**config.mk**
```make
export PLATFORM = sky130hd
export DESIGN_NAME = dual_issue_unit_flat
export DESIGN_NICKNAME = d
export VERILOG_FILES = /design/src/rtl/superscalar_pkg.sv /design/src/rtl/dual_issue_unit_if.sv /design/src/rtl/dual_issue_unit_pair_checker.sv /design/src/rtl/dual_issue_unit.sv /design/src/flat_wrapper.sv
export SDC_FILE = /design/constraint.sdc
export NUM_CORES = 1
export LEC_CHECK = 0
export ABC_AREA = 1
export CORE_MARGIN = 4
export CORE_UTILIZATION = 50
export CTS_CLUSTER_DIAMETER = 150
export DETAILED_ROUTE_END_ITERATION = 8
export PLACE_DENSITY_LB_ADDON = 0.1
export SYNTH_ARGS = -nofsm -noshare
export SYNTH_HDL_FRONTEND = slang
export SYNTH_SLANG_ARGS = --single-unit
```
**constraint.sdc**
```tcl
create_clock -name clk -period 8.7 [get_ports clk]
set_clock_uncertainty 0.05 [all_clocks]
set_input_delay 1.305 -clock clk [delete_from_list [all_inputs] [get_ports clk]]
set_output_delay 1.305 -clock clk [all_outputs]
set_load 0.1 [all_outputs]
```
**src/rtl/superscalar_pkg.sv**
```systemverilog
// Shared definitions for the dual-issue front end: opcodes, field positions, queue entry.
package superscalar_pkg;

    localparam int unsigned XLEN           = 32;
    localparam int unsigned REG_W          = 5;
    localparam int unsigned OPC_W          = 6;
    localparam int unsigned QDEPTH_DEFAULT = 4;

    // Register-field slice positions (LSB of each field)
    localparam int unsigned OPC_LSB = 26;
    localparam int unsigned RS_LSB  = 21;
    localparam int unsigned RT_LSB  = 16;
    localparam int unsigned RD_LSB  = 11;

    typedef logic [OPC_W-1:0] opcode_t;
    typedef logic [REG_W-1:0] reg_idx_t;

    localparam opcode_t OP_RTYPE = 6'h00;
    localparam opcode_t OP_J     = 6'h02;
    localparam opcode_t OP_BEQ   = 6'h04;
    localparam opcode_t OP_BNE   = 6'h05;
    localparam opcode_t OP_LW    = 6'h23;
    localparam opcode_t OP_SW    = 6'h2B;

    typedef struct packed {
        logic [XLEN-1:0] pc;
        logic [XLEN-1:0] instr;
    } q_entry_t;

    function automatic opcode_t get_opcode(input logic [XLEN-1:0] instr);
        return instr[OPC_LSB +: OPC_W];
    endfunction

    function automatic reg_idx_t get_rs(input logic [XLEN-1:0] instr);
        return instr[RS_LSB +: REG_W];
    endfunction

    function automatic reg_idx_t get_rt(input logic [XLEN-1:0] instr);
        return instr[RT_LSB +: REG_W];
    endfunction

    function automatic reg_idx_t get_rd(input logic [XLEN-1:0] instr);
        return instr[RD_LSB +: REG_W];
    endfunction

endpackage

```
**src/rtl/dual_issue_unit_if.sv**
```systemverilog
// Fetch-side and issue-side handshake bundle of the dual-issue unit.
interface dual_issue_unit_if;
    import superscalar_pkg::*;

    logic            fetch_valid;
    logic [XLEN-1:0] fetch_pc;
    logic [XLEN-1:0] fetch_instr1;
    logic [XLEN-1:0] fetch_instr2;
    logic            fetch_ready;
    logic            ex_stall;
    logic            flush;
    logic            issue_valid;
    logic [XLEN-1:0] issue_pc;
    logic [XLEN-1:0] decoded1_out;
    logic [XLEN-1:0] decoded2_out;
    logic            issue_dual;

    // Producer of fetch pairs and stall/flush, consumer of issue slots
    modport master (
        output fetch_valid, fetch_pc, fetch_instr1, fetch_instr2, ex_stall, flush,
        input  fetch_ready, issue_valid, issue_pc, decoded1_out, decoded2_out, issue_dual
    );

    // The issue unit itself
    modport slave (
        input  fetch_valid, fetch_pc, fetch_instr1, fetch_instr2, ex_stall, flush,
        output fetch_ready, issue_valid, issue_pc, decoded1_out, decoded2_out, issue_dual
    );

endinterface

```
**src/rtl/dual_issue_unit_pair_checker.sv**
```systemverilog
// Decides whether two instructions in program order may issue in the same cycle.
module pair_checker
    import superscalar_pkg::*;
(
    input  logic [XLEN-1:0] instr1_i,
    input  logic [XLEN-1:0] instr2_i,
    output logic            can_dual_o
);

    opcode_t  op1, op2;
    reg_idx_t dst1, dst2, src2a, src2b;
    logic     ctrl1, mem_pair, raw, waw;
    logic     unused_low_c;

    // Immediate/funct bits play no part in the pairing decision
    assign unused_low_c = ^{instr1_i[RD_LSB-1:0], instr2_i[RD_LSB-1:0]};

    assign op1 = get_opcode(instr1_i);
    assign op2 = get_opcode(instr2_i);

    // Destination of slot 1 and slot 2; 0 means no register written
    always_comb begin
        dst1 = get_rt(instr1_i);
        if (op1 == OP_RTYPE) dst1 = get_rd(instr1_i);
        else if (op1 == OP_SW || op1 == OP_BEQ || op1 == OP_BNE || op1 == OP_J) dst1 = '0;
        dst2 = get_rt(instr2_i);
        if (op2 == OP_RTYPE) dst2 = get_rd(instr2_i);
        else if (op2 == OP_SW || op2 == OP_BEQ || op2 == OP_BNE || op2 == OP_J) dst2 = '0;
    end

    // Slot-2 sources; an absent source reads as $0, which never forms a hazard
    always_comb begin
        src2a = '0;
        src2b = '0;
        if (op2 != OP_J) src2a = get_rs(instr2_i);
        if (op2 == OP_RTYPE || op2 == OP_SW || op2 == OP_BEQ || op2 == OP_BNE) src2b = get_rt(instr2_i);
    end

    assign ctrl1    = (op1 == OP_J) || (op1 == OP_BEQ) || (op1 == OP_BNE);
    assign mem_pair = ((op1 == OP_LW) || (op1 == OP_SW)) && ((op2 == OP_LW) || (op2 == OP_SW));
    assign raw      = (dst1 != '0) && ((dst1 == src2a) || (dst1 == src2b));
    assign waw      = (dst1 != '0) && (dst2 != '0) && (dst1 == dst2);

    assign can_dual_o = !ctrl1 && !mem_pair && !raw && !waw;

endmodule

```
**src/rtl/dual_issue_unit.sv**
```systemverilog
// Instruction-pair queue feeding the ID/EX register with one or two instructions per cycle.
module dual_issue_unit
    import superscalar_pkg::*;
#(
    parameter int unsigned QDEPTH = QDEPTH_DEFAULT
) (
    input  logic             clk,
    input  logic             reset,
    dual_issue_unit_if.slave bus
);

    localparam int unsigned PTR_W = $clog2(QDEPTH);
    localparam int unsigned CNT_W = PTR_W + 1;

    q_entry_t         mem_q [QDEPTH];
    logic [PTR_W-1:0] head_q, head_d, tail_q, tail_d;
    logic [CNT_W-1:0] count_q, count_d;

    logic [PTR_W-1:0] head1_c, tail1_c;
    logic [XLEN-1:0]  slot1_pc_c, slot1_instr_c, slot2_instr_c;
    logic             can_dual_c, ready_c, valid_c, dual_c, push_c;
    logic [1:0]       pop_n_c;

    assign head1_c       = head_q + PTR_W'(1);
    assign tail1_c       = tail_q + PTR_W'(1);
    assign slot1_pc_c    = mem_q[head_q].pc;
    assign slot1_instr_c = mem_q[head_q].instr;
    assign slot2_instr_c = mem_q[head1_c].instr;

    pair_checker u_pair_checker (
        .instr1_i   (slot1_instr_c),
        .instr2_i   (slot2_instr_c),
        .can_dual_o (can_dual_c)
    );

    // Handshake and issue decision from the current occupancy only
    assign ready_c = (count_q <= CNT_W'(QDEPTH - 2));
    assign valid_c = (count_q != '0) && !bus.flush;
    assign dual_c  = valid_c && (count_q >= CNT_W'(2)) && can_dual_c;
    assign push_c  = bus.fetch_valid && ready_c && !bus.flush;
    assign pop_n_c = (valid_c && !bus.ex_stall) ? (dual_c ? 2'd2 : 2'd1) : 2'd0;

    // Next pointers and occupancy; flush discards any same-cycle push and pop
    always_comb begin
        head_d  = head_q;
        tail_d  = tail_q;
        count_d = count_q;
        if (bus.flush) begin
            head_d  = '0;
            tail_d  = '0;
            count_d = '0;
        end else begin
            head_d  = head_q + PTR_W'(pop_n_c);
            tail_d  = push_c ? (tail_q + PTR_W'(2)) : tail_q;
            count_d = count_q + (push_c ? CNT_W'(2) : CNT_W'(0)) - CNT_W'(pop_n_c);
        end
    end

    // Pointer and occupancy registers
    always_ff @(posedge clk or posedge reset) begin
        if (reset) begin
            head_q  <= '0;
            tail_q  <= '0;
            count_q <= '0;
        end else begin
            head_q  <= head_d;
            tail_q  <= tail_d;
            count_q <= count_d;
        end
    end

    // Queue storage; the second word of a pair carries PC+4
    always_ff @(posedge clk or posedge reset) begin
        if (reset) begin
            for (int i = 0; i < int'(QDEPTH); i++) mem_q[i] <= '0;
        end else if (push_c) begin
            mem_q[tail_q]  <= '{pc: bus.fetch_pc,            instr: bus.fetch_instr1};
            mem_q[tail1_c] <= '{pc: bus.fetch_pc + 32'd4, instr: bus.fetch_instr2};
        end
    end

    // Issue slots; empty slots present as NOP
    assign bus.fetch_ready  = ready_c;
    assign bus.issue_valid  = valid_c;
    assign bus.issue_dual   = dual_c;
    assign bus.issue_pc     = valid_c ? slot1_pc_c    : '0;
    assign bus.decoded1_out = valid_c ? slot1_instr_c : '0;
    assign bus.decoded2_out = dual_c  ? slot2_instr_c : '0;

endmodule

```
**src/flat_wrapper.sv**
```systemverilog
// flat-port wrapper written by rule: the top's interface ports become plain ports
module dual_issue_unit_flat import superscalar_pkg::*;
#(
    parameter int unsigned QDEPTH = QDEPTH_DEFAULT
)
  (clk, reset, bus_fetch_valid, bus_fetch_pc, bus_fetch_instr1, bus_fetch_instr2, bus_ex_stall, bus_flush, bus_fetch_ready, bus_issue_valid, bus_issue_pc, bus_decoded1_out, bus_decoded2_out, bus_issue_dual);
  dual_issue_unit_if bus_i ();
  input  logic clk;
  input  logic reset;
  input wire logic [$bits(bus_i.fetch_valid)-1:0] bus_fetch_valid;
  input wire logic [$bits(bus_i.fetch_pc)-1:0] bus_fetch_pc;
  input wire logic [$bits(bus_i.fetch_instr1)-1:0] bus_fetch_instr1;
  input wire logic [$bits(bus_i.fetch_instr2)-1:0] bus_fetch_instr2;
  input wire logic [$bits(bus_i.ex_stall)-1:0] bus_ex_stall;
  input wire logic [$bits(bus_i.flush)-1:0] bus_flush;
  output wire logic [$bits(bus_i.fetch_ready)-1:0] bus_fetch_ready;
  output wire logic [$bits(bus_i.issue_valid)-1:0] bus_issue_valid;
  output wire logic [$bits(bus_i.issue_pc)-1:0] bus_issue_pc;
  output wire logic [$bits(bus_i.decoded1_out)-1:0] bus_decoded1_out;
  output wire logic [$bits(bus_i.decoded2_out)-1:0] bus_decoded2_out;
  output wire logic [$bits(bus_i.issue_dual)-1:0] bus_issue_dual;
  assign bus_i.fetch_valid = bus_fetch_valid;
  assign bus_i.fetch_pc = bus_fetch_pc;
  assign bus_i.fetch_instr1 = bus_fetch_instr1;
  assign bus_i.fetch_instr2 = bus_fetch_instr2;
  assign bus_i.ex_stall = bus_ex_stall;
  assign bus_i.flush = bus_flush;
  assign bus_fetch_ready = bus_i.fetch_ready;
  assign bus_issue_valid = bus_i.issue_valid;
  assign bus_issue_pc = bus_i.issue_pc;
  assign bus_decoded1_out = bus_i.decoded1_out;
  assign bus_decoded2_out = bus_i.decoded2_out;
  assign bus_issue_dual = bus_i.issue_dual;
  dual_issue_unit #(.QDEPTH(QDEPTH)) u_core (.clk(clk), .reset(reset), .bus(bus_i));
endmodule
```
# Word level (Yosys, flattened, before mapping)
# Cells that the tools add are included.
[totals]
input_bits = 101
out_inout_bits = 99
elab_cells = 113
register_bits = 263
[classes]
n_mux = 28
eq_ne = 14
n_reduce_logical = 41
add_sub_neg = 7
n_bitwise = 4
magnitude_cmp = 8
[ops]
columns = ["operator", "count"]
rows = [
  ["256-bit bitwise mux", 2],
  ["64-bit binary-select mux with 2-bit select", 2],
  ["64-bit demux with 2-bit select", 2],
  ["64-bit two-way mux", 4],
  ["32-bit two-way mux", 5],
  ["32-bit by 3-bit adder with 32-bit output, second input constant", 1],
  ["5-bit two-way mux", 6],
  ["6-bit by 3-bit equality test with 1-bit output, second input constant", 4],
  ["6-bit equality test, second input constant", 4],
  ["5-bit equality test", 3],
  ["1-bit logical AND", 15],
  ["1-bit logical OR", 14],
  ["6-bit by 2-bit equality test with 1-bit output, second input constant", 2],
  ["3-bit greater-or-equal comparator, second input constant", 4],
  ["6-bit logical NOT", 2],
  ["2-bit two-way mux", 6],
  ["2-bit inverter with 3-bit output", 4],
  ["5-bit nonzero test", 2],
  ["1-bit logical NOT", 6],
  ["3-bit by 1-bit < comparator with 1-bit output, second input constant", 2],
  ["6-bit by 2-bit inequality test with 1-bit output, second input constant", 1],
  ["2-bit by 1-bit adder with 2-bit output, second input constant", 2],
  ["3-bit adder", 1],
  ["3-bit by 2-bit greater-or-equal comparator with 1-bit output, second input constant", 1],
  ["other kinds (7)", 7],
]

# Depth between registers and ports, before layout
# Gate-level depths: netlist (run 1).
[depth]
ltp_word = 21
mapped_depth = 28
ltp_nobuf = 26

# Modules after synthesis
# Synthesis (run 1) repeated with hierarchy kept, for this count alone.
[hier_totals]
hier_cells = 2131
area_unflattened_um2 = 14831.7
[modules_own_cells]
columns = ["mod", "cells_per_inst", "n_inst", "seq_area_each_um2", "area_each_um2"]
rows = [
  ["dual_issue_unit", 1940, 1, 6556.3, 13959.6],
  ["pair_checker", 191, 1, 0.0, 872.1],
]

# Least setup slack after synthesis (run 1)
# No wires, ideal clock.
[synth_path]
kind = "input to output"
start = "input port bus_flush"
end = "output port bus_decoded1_out[10]"
path_stages = 5
path_buffers = 2
arrival_ns = 5.811
required_time_ns = 7.345
slack_ns = 1.534
path_cell_list = "clkbuf_1 > a21oi_1 > inv_1 > clkbuf_1 > a311oi_1"
[synth_via]
elab_chain_cells = 3
[synth_rtl]
columns = ["element", "line", "text"]
rows = [
  ["from (decl)", "flat_wrapper.sv:15", "input wire logic [$bits(bus_i.flush)-1:0] bus_flush;"],
  ["1-bit logical NOT", "dual_issue_unit.sv:38", "assign valid_c = (count_q != '0) && !bus.flush;"],
  ["1-bit logical AND", "dual_issue_unit.sv:38", ""],
  ["named net bus_issue_valid", "flat_wrapper.sv:17", "output wire logic [$bits(bus_i.issue_valid)-1:0] bus_issue_valid;"],
  ["32-bit two-way mux", "dual_issue_unit.sv:87", "assign bus.decoded1_out = valid_c ? slot1_instr_c : '0;"],
  ["to (decl)", "flat_wrapper.sv:19", "output wire logic [$bits(bus_i.decoded1_out)-1:0] bus_decoded1_out;"],
]
# The timed path passes the listed nets, and every way through them passes these cells.

# Worst setup path in the final report (run 1)
[layout_path]
start = "register u_core.head_q[0]"
end = "output port bus_decoded2_out[19]"
[layout_via]
elab_chain_cells = 18
word_cells_on_any_way = 60
[layout_rtl]
columns = ["element", "line", "text"]
rows = [
  ["from (decl)", "dual_issue_unit.sv:16", "logic [PTR_W-1:0] head_q, head_d, tail_q, tail_d;"],
  ["from (signal assigned)", "dual_issue_unit.sv:62", "head_q <= '0;"],
  ["from (signal assigned)", "dual_issue_unit.sv:66", "head_q <= head_d;"],
  ["2-bit by 1-bit adder with 2-bit output or 2-bit inverter with 3-bit output (tied branches)", "dual_issue_unit.sv:24, dual_issue_unit.sv:27", ""],
  ["2-bit inverter with 3-bit output (not written as such) or 64-bit binary-select mux with 2-bit select (tied branches)", "dual_issue_unit.sv:28, dual_issue_unit.sv:27", ""],
  ["64-bit binary-select mux with 2-bit select or 64-bit two-way mux (tied branches)", "n/a", ""],
  ["32-bit two-way mux (not written as such) or 64-bit two-way mux (tied branches)", "n/a", ""],
  ["32-bit two-way mux (not written as such) (tied with other cells)", "dual_issue_unit.sv:28", "assign slot2_instr_c = mem_q[head1_c].instr;"],
  ["6-bit equality test (tied with other cells)", "dual_issue_unit_pair_checker.sv:28, dual_issue_unit_pair_checker.sv:36, dual_issue_unit_pair_checker.sv:40", ""],
  ["1-bit logical OR, on equally long branches (2 in a row)", "dual_issue_unit_pair_checker.sv:36, dual_issue_unit_pair_checker.sv:25, dual_issue_unit_pair_checker.sv:28", ""],
  ["1-bit logical OR (tied with other cells)", "dual_issue_unit_pair_checker.sv:36", "if (op2 == OP_RTYPE || op2 == OP_SW || op2 == OP_BEQ || op2 == OP_BNE) src2b = get_rt(instr2_i);"],
  ["5-bit two-way mux, on equally long branches", "dual_issue_unit_pair_checker.sv:36, dual_issue_unit_pair_checker.sv:24, dual_issue_unit_pair_checker.sv:28", ""],
  ["5-bit equality test or 5-bit two-way mux (tied branches)", "dual_issue_unit_pair_checker.sv:41, dual_issue_unit_pair_checker.sv:27", ""],
  ["1-bit logical OR or 5-bit nonzero test (tied branches)", "dual_issue_unit_pair_checker.sv:41, dual_issue_unit_pair_checker.sv:42", ""],
  ["1-bit logical AND, on equally long branches", "dual_issue_unit_pair_checker.sv:41, dual_issue_unit_pair_checker.sv:42", ""],
  ["1-bit logical NOT or 1-bit logical AND (tied branches)", "dual_issue_unit_pair_checker.sv:44, dual_issue_unit_pair_checker.sv:42", ""],
  ["1-bit logical AND or 1-bit logical NOT (tied branches)", "dual_issue_unit_pair_checker.sv:44", "assign can_dual_o = !ctrl1 && !mem_pair && !raw && !waw;"],
  ["1-bit logical AND", "dual_issue_unit_pair_checker.sv:44", ""],
  ["1-bit logical AND", "dual_issue_unit.sv:39", "assign dual_c = valid_c && (count_q >= CNT_W'(2)) && can_dual_c;"],
  ["32-bit two-way mux (*)", "dual_issue_unit.sv:88", "assign bus.decoded2_out = dual_c ? slot2_instr_c : '0;"],
  ["to (decl)", "flat_wrapper.sv:20", "output wire logic [$bits(bus_i.decoded2_out)-1:0] bus_decoded2_out;"],
]
# Every way passes the cells marked *; elsewhere a longest branch is shown, timed or not. The select of a mux whose other input is x is not followed.

==> out/summary.txt, run 1 <==
Status -> finished clean
Ant. Diodes -> 0
Hold_sp -> u_core.mem_q[225]
Drt pass-1 iters -> 6
Largest buffer count on any clock path -> 3
Power density over the cells -> 414 mW/mm²
CP max stage cell -> nand3_2
Hold-fix buffers, CTS -> 0
Post-Place Cells -> 2434
Post-synthesis sequential area ratio -> 45.8%
CORE AREA -> 0.0280 mm²
Area of the mapped netlist -> 0.0143 mm²
Rel. slew slack -> 28.0%
Share of cells above drive strength 1 -> 6.16%
Ys Warns -> 0
Worst path depth -> 17
Endpoint, Worst Hold -> u_core.mem_q[225]
H-tree Lvls -> 1
CTS resizes -> 0
R2r setup slk -> 3390 ps
Rows -> 61
PortBufs -> 199
Final #Nets -> 2194
Crit path cell chain -> clkinv_2 -> nand2_2 -> nand2_2 -> nand2_1 -> nand2_1 -> nor2_2 -> nand3_2 -> nand3_2 -> nand2_1 -> xnor2_1 -> nor2_1 -> nand2_1 -> nand2_1 -> nand2_1 -> nand3_2 -> nor4_1 -> buf_4
Gate Count Post-Synth -> 1967
Initial core utilization -> 51.1%
Commonest register cell after synthesis -> dfrtp_1
Syn Area/Cell -> 7.28 µm²
Min Tclk post-route -> 6680 ps
IO Pins -> 200
R2r endpoint -> u_core.count_q[2]
Maxcap violations -> 0
Final Non-Filler Cells -> 2488
Worst path max stage delay -> 650 ps
Most used cell, CP -> nand2_1
First-pass GRT wire length -> 65.6 mm
Reg area -> 0.00656 mm²
Drt wl/cell -> 16.3 µm
Fin worst setup slack -> 2020 ps
Skew-Pair Late Insertion Delay -> 560 ps
Area of the multi-input gates -> 0.00636 mm²
Vias -> 13300
Leak -> 8.27 nW
Final hold vios -> 0
Setup bufs post-CTS -> 0
CTS tree -> done
Clock slew at reported path FFs -> 60 ps
Routability congestion estimate -> 0.882
VDD IR-drop max -> 236 µV
Antenna violation net count after detailed routing -> 0
Total track usage -> 25.6%
Die Wd -> 177 µm
Total CTS buffers -> 30
Worst slew pin tran -> 1080 ps
Max Slew Vio Count -> 0
Vias in the first global route -> 12600
Die ar. -> 0.0314 mm²
Hold_ws -> 423 ps
Synthesis-to-finish area growth -> 20.8%
CP Buf/Inv Count -> 2
Asr flop ratio synth -> 100%
Yosys cell types -> 41
EDFF count, synth -> 0
Post-DP HPWL -> 26.6 mm
Worst reg2reg startpoint -> u_core.head_q[0]
DP Worst Slack -> 2650 ps
Period utilization -> 76.8%
Register bit total from synthesis -> 262
Worst EP required -> 7340 ps
CTS Sinks -> 262
HP Class -> flip-flop to flip-flop
Largest net degree at the start of global routing -> 146
Syn Nets -> 2073
Initial DRC Count -> 1198
Worst Hold Depth -> 2
Total Wirelength -> 40.6 mm
DIE HEIGHT -> 177 µm
Root Buffer -> clkbuf_16
Critical Path Source -> u_core.head_q[0]
Final setup TNS -> 0 ps
# DRC -> 0
Crit path DAT -> 5330 ps
Unrepaired setup endpoints after global routing -> no
CP Class -> flip-flop to output pin
Setup Viol. Count Final -> 0
Layout fillers -> 2575
Cell family contributing the most delay on the critical path -> simple AND/OR/NAND/NOR gates
Fmax -> 0.150 GHz
Vias per cell -> 5.35
Reg2reg path depth -> 25
Worst-path fanout max -> 33
Setup crit start kind -> flip-flop
Gr ovfl total -> 0
Worst setup EP type -> output pin
Antenna violations before repair -> 1
cell families (layout without fill, tap and decap cells):
logic type | Yosys count | in the layout | share of synthesized area (%)
DFF | 262 | 262 | 45.8
muxes | 7 | 7 | 0.489
and+or+nand+nor | 789 | 789 | 21.8
buffers and inverters | 359 | 502 | 9.89
xor gates and xnor gates | 21 | 21 | 1.28
AOI/OAI and AO/OA | 524 | 524 | 20.3
adders and majority gates | 5 | 5 | 0.489
state kept, by name, indices dropped and copies added (netlist names):
signal	cells
u_core.count_q	3
u_core.head_q	2
u_core.mem_q	256
u_core.tail_q	1
routing by layer:
metal | vias up | routed length (µm) | part of all wire (%) | global-route usage [%]
met4 | 2 | 967 | 2.4 | 6.35
met2 | 427 | 18600 | 46 | 41.6
li1 | 6577 | - | - | -
met3 | 71 | 2740 | 6.8 | 3.72
met1 | 6223 | 18300 | 45 | 36.5
met5 | - | 13 | 0.032 | 0
report_power, final:
group          switching (mW)  internal [mW]  total, mW
logic                    2.72           1.02       3.73
clock network           0.510          0.732       1.24
registers               0.373           1.82       2.19
total                    3.60           3.56       7.17
worst reg2reg max path, cell delays in order, from the launching register on:
cell and delay, ps:
dfrtp_4 550, clkinv_2 360, nand2_2 630, nand2_2 220, nand2_1 160, nand2_1 90, nor2_2 190, nand3_2 200
nand3_2 290, nand2_1 110, inv_1 70, nand2_1 50, nand2_1 60, nand2_1 50, nor2_1 100, nand2_1 60
nand2_1 60, nand2_1 70, nand3_2 600, inv_1 200, nor3_1 340, ha_1 220, inv_1 60, ha_1 200
xor2_1 150, nor2_1 50
cells in the final DEF (no fill, tap or decap), types with 4 or more instances in the layout:
| cell | count |
|---|---|
| clkdlybuf4s50_1 | 166 |
| nand3_1 | 43 |
| o21bai_1 | 5 |
| nand3_2 | 5 |
| clkbuf_1 | 4 |
| o211ai_1 | 25 |
| a22oi_1 | 4 |
| dfrtp_1 | 260 |
| nor2_1 | 164 |
| o22ai_1 | 7 |
| nand4_1 | 9 |
| clkbuf_8 | 8 |
| xor2_1 | 19 |
| a31oi_1 | 7 |
| nand2_1 | 544 |
| a21oi_1 | 100 |
| mux2i_1 | 7 |
| o21ai_0 | 338 |
| o221ai_1 | 6 |
| ha_1 | 4 |
| nor3_1 | 9 |
| nand2_2 | 4 |
| a311oi_1 | 14 |
| inv_1 | 230 |
| a211oi_2 | 10 |
| clkinv_2 | 9 |
| clkbuf_16 | 30 |
| buf_4 | 46 |
layout make-up:
class	instances	area share, %
flip-flops and latches	262	38.0
clock inverters	12	0.680
clock buffers	42	5.06
well taps	378	2.73
repair buffers	212	11.6
multi-input cells	1346	36.8
inverters	236	5.17
metrics by stage:
step / power (mW) / util, % / cell area (µm²)
3_3_place_gp: 5.86 / 58.2 / 16300
3_5_place_dp: 5.91 / 58.2 / 16300
4_1_cts: 7.19 / 61.7 / 17300
6_report: 7.17 / 61.7 / 17300
5_1_grt: 7.70 / 61.7 / 17300
2_1_floorplan: 5.03 / - / 14300
synthesized netlist by cell type (all sizes together) (5+ instances only):
library cell	count	area (µm²)
a211oi	13	148
a21oi	101	509
a311oi	14	123
a31oi	7	43.8
buf	30	181
clkbuf	93	349
dfrtp	262	6560
inv	235	882
mux2i	7	70.1
nand2	550	2070
nand3	48	265
nand4	9	56.3
nor2	168	646
nor3	9	45.0
o211ai	25	188
o21ai	338	1690
o21bai	5	37.5
o221ai	6	52.6
o22ai	7	43.8
xor2	19	166
how the worst max path moves through the flow:
stage | slack [ps] | endpoint
after floorplan | 130 | u_core.count_q[0]
after global placement | 2740 | bus_decoded1_out[23]
after detailed placement | 2650 | bus_decoded2_out[19]
after CTS | 2060 | bus_decoded2_out[19]
after global routing | 1540 | bus_decoded2_out[19]
final | 2020 | bus_decoded2_out[19]
No activity file was read; power rests on OpenSTA's default activity.
==> run 2, diff against run 1 <==
- CORE_UTILIZATION: 50 -> 55
- clock period: 8.7 -> 6.15 ns (I/O delays scaled with it)
==> out/summary.txt, run 2 (synthesis gave the netlist of run 1 again) <==
Antenna violations before repair -> 1 (unchanged)
Leak -> 8.36 nW (was 8.27 nW)
Share of cells above drive strength 1 -> 6.29% (was 6.16%)
Gr ovfl total -> 0 (unchanged)
Placed Area -> 0.0167 mm² (was 0.0163 mm²)
Fin worst setup slack -> 674 ps (was 2020 ps)
Maxcap violations -> 0 (unchanged)
# DRC -> 0 (unchanged)
Period utilization -> 89.0%
Unrepaired setup endpoints after global routing -> no (unchanged)
Initial core utilization -> 56.4% (was 51.1%)
Layout fillers -> 2176 (was 2575)
PortBufs -> 199 (unchanged)
R2r setup slk -> 1420 ps (was 3390 ps)
Final instance area -> 0.0176 mm² (was 0.0173 mm²)
Fmax -> 0.183 GHz
VDD IR-drop max -> 417 µV (was 236 µV)
Gate power share -> 53.5% (was 52.1%)
Root Buffer -> clkbuf_16 (unchanged)
HP Class -> flip-flop to flip-flop (unchanged)
DP Worst Slack -> 1180 ps (was 2650 ps)
Skew-Pair Late Insertion Delay -> 550 ps (was 560 ps)
Worst slew pin tran -> 1060 ps (was 1080 ps)
Internal -> 5.21 mW (was 3.56 mW)
Drt pass-1 iters -> 6 (unchanged)
Final Non-Filler Cells -> 2443 (was 2488)
Crit path DAT -> 4500 ps (was 5330 ps)
Power density over the cells -> 587 mW/mm² (was 414 mW/mm²)
Reg2reg path depth -> 21 (was 25)
H-tree Lvls -> 1 (unchanged)
Final hold vios -> 0 (unchanged)
Drt wl/cell -> 16.6 µm (was 16.3 µm)
Hold-fix buffers, CTS -> 0 (unchanged)
Status -> finished clean (unchanged)
Psw -> 5.14 mW (was 3.60 mW)
Critical Path Source -> u_core.head_q[0] (unchanged)
Die ar. -> 0.0287 mm² (was 0.0314 mm²)
Largest register FFs -> 256 (unchanged)
Largest Register -> u_core.mem_q (unchanged)
Post-Place Cells -> 2394 (was 2434)
Total Wirelength -> 40.6 mm (about the same)
CTS tree -> done (unchanged)
Total track usage -> 27.7% (was 25.6%)
Total CTS buffers -> 28 (was 30)
Synthesis-to-finish area growth -> 23.2% (was 20.8%)
Routability congestion estimate -> 0.978 (was 0.882)
Switch share -> 49.6% (was 50.3%)
First-pass GRT wire length -> 65.8 mm (was 65.6 mm)
Final #Nets -> 2200 (was 2194)
Setup crit start kind -> flip-flop (unchanged)
Rel. slew slack -> 29.1% (was 28.0%)
Setup Viol. Count Final -> 0 (unchanged)
Worst-path fanout max -> 41 (was 33)
CP Class -> flip-flop to output pin (unchanged)
CTS resizes -> 0 (unchanged)
Setup bufs post-CTS -> 0 (unchanged)
Min Tclk post-route -> 5480 ps
CORE AREA -> 0.0254 mm² (was 0.0280 mm²)
Worst reg2reg startpoint -> u_core.head_q[0] (unchanged)
CTS Sinks -> 262 (unchanged)
Sequential share of power -> 30.2% (was 30.6%)
IO Pins -> 200 (unchanged)
DIE HEIGHT -> 169 µm (was 177 µm)
Clock slew at reported path FFs -> 60 ps (about the same)
Vias -> 13600 (was 13300)
Worst setup EP type -> output pin (unchanged)
Largest registers -> u_core.mem_q: 256 flops, u_core.count_q: 3 flops, u_core.head_q: 2 flops (unchanged)
Die Wd -> 169 µm (was 177 µm)
Antenna violation net count after detailed routing -> 0 (unchanged)
Most frequent cells in the layout -> 544 x nand2_1, 338 x o21ai_0, 260 x dfrtp_1 (unchanged)
Fin util -> 69.4% (was 61.7%)
Initial DRC Count -> 1587 (was 1198)
R2r endpoint -> u_core.count_q[2] (unchanged)
Most common cell after layout, fill and taps aside -> nand2_1 (unchanged)
Vias per cell -> 5.56 (was 5.35)
Rows -> 58 (was 61)
Ant. Diodes -> 0 (unchanged)
Final setup TNS -> 0 ps (unchanged)
Clock network fraction of design power -> 16.3% (was 17.3%)
Largest buffer count on any clock path -> 3 (unchanged)
Max Slew Vio Count -> 0 (unchanged)
Vias in the first global route -> 12800 (was 12600)
Largest net degree at the start of global routing -> 222 (was 146)
Post-DP HPWL -> 27.0 mm (was 26.6 mm)
Setup crit end -> bus_decoded2_out[19] (unchanged)
Worst EP required -> 5180 ps (was 7340 ps)
-- run 2: cell types whose count changed in the layout (fill, tap and decap cells not counted), sizes merged --
cell,before,now
inv,235,233
clkinv,12,7
buf,46,59
bufinv,1,2
clkinvlp,0,1
clkdlybuf4s50,166,161
-- run 2: routing by layer --
| layer | vias up | routed length (µm) | GRT usage [%] | part of all wire [%] |
|---|---|---|---|---|
| li1 | 6581 | - | - | - |
| met1 | 6353 | 17300 | 38.2 | 43 |
| met2 | 551 | 19000 | 45.1 | 47 |
| met3 | 94 | 2990 | 4.54 | 7.3 |
| met4 | 2 | 1340 | 9.03 | 3.3 |
| met5 | - | 12 | 0 | 0.030 |
-- run 2: final cells by class --
cell class                 instances  area [µm²]  share of cell area [%]
multi-input combinational       1346        6360                    36.1
timing repair buffer             220        2490                    14.1
tap                              330         413                    2.34
sequential                       262        6560                    37.2
clock inverter                     7         110                   0.624
inverter                         236         891                    5.05
clock buffer                      42         803                    4.55
-- run 2: how the worst min path moves through the flow --
stage / startpoint / to / cells past startpoint
5_1_grt: u_core.mem_q[225] / u_core.mem_q[225] / 2
3_5_place_dp: u_core.mem_q[32] / u_core.mem_q[32] / 2
2_1_floorplan: u_core.mem_q[51] / u_core.mem_q[51] / 2
3_3_place_gp: u_core.mem_q[32] / u_core.mem_q[32] / 2
4_1_cts: u_core.mem_q[32] / u_core.mem_q[32] / 2
6_report: u_core.mem_q[32] / u_core.mem_q[32] / 2
-- run 2: power by group through the flow --
stage | Clock, mW | Sequential, mW | Combinational (mW)
after global routing | 1.79 | 3.22 | 6.05
after floorplan | 0 | 2.95 | 4.17
after global placement | 0 | 3.10 | 5.42
after CTS | 1.71 | 3.11 | 5.53
final | 1.68 | 3.13 | 5.54
after detailed placement | 0 | 3.13 | 5.50
-- run 2: critical path, stage by stage (launching register included) --
cell and delay, ps:
dfrtp_4 700, clkinv_2 410, buf_4 360, nand2_1 90
nand3_1 70, nand2_1 160, nand3_1 170, nor2_4 260
nor2_1 70, nand3_1 120, nand2_1 150, nand2_1 90
nand2_1 50, nand2_1 50, nor2_1 40, nand2_1 60
nand2_1 50, nand2_1 90, nand3_2 80, buf_4 230
nor4_1 400, buf_12 240
-- run 2: through the flow --
stage | total power, mW | hold WS (ps)
CTS | 10.3 | 427
global placement | 8.52 | 407
floorplan | 7.12 | 394
finish | 10.4 | 426
global route | 11.1 | 448
detailed placement | 8.63 | 410
==> run 3, diff against run 2 <==
- HOLD_SLACK_MARGIN: not set -> 0.03
- SETUP_SLACK_MARGIN: not set -> 0.2
==> results of run 3 <==
The final DEF is identical to that of run 2; final timing and power are the same.
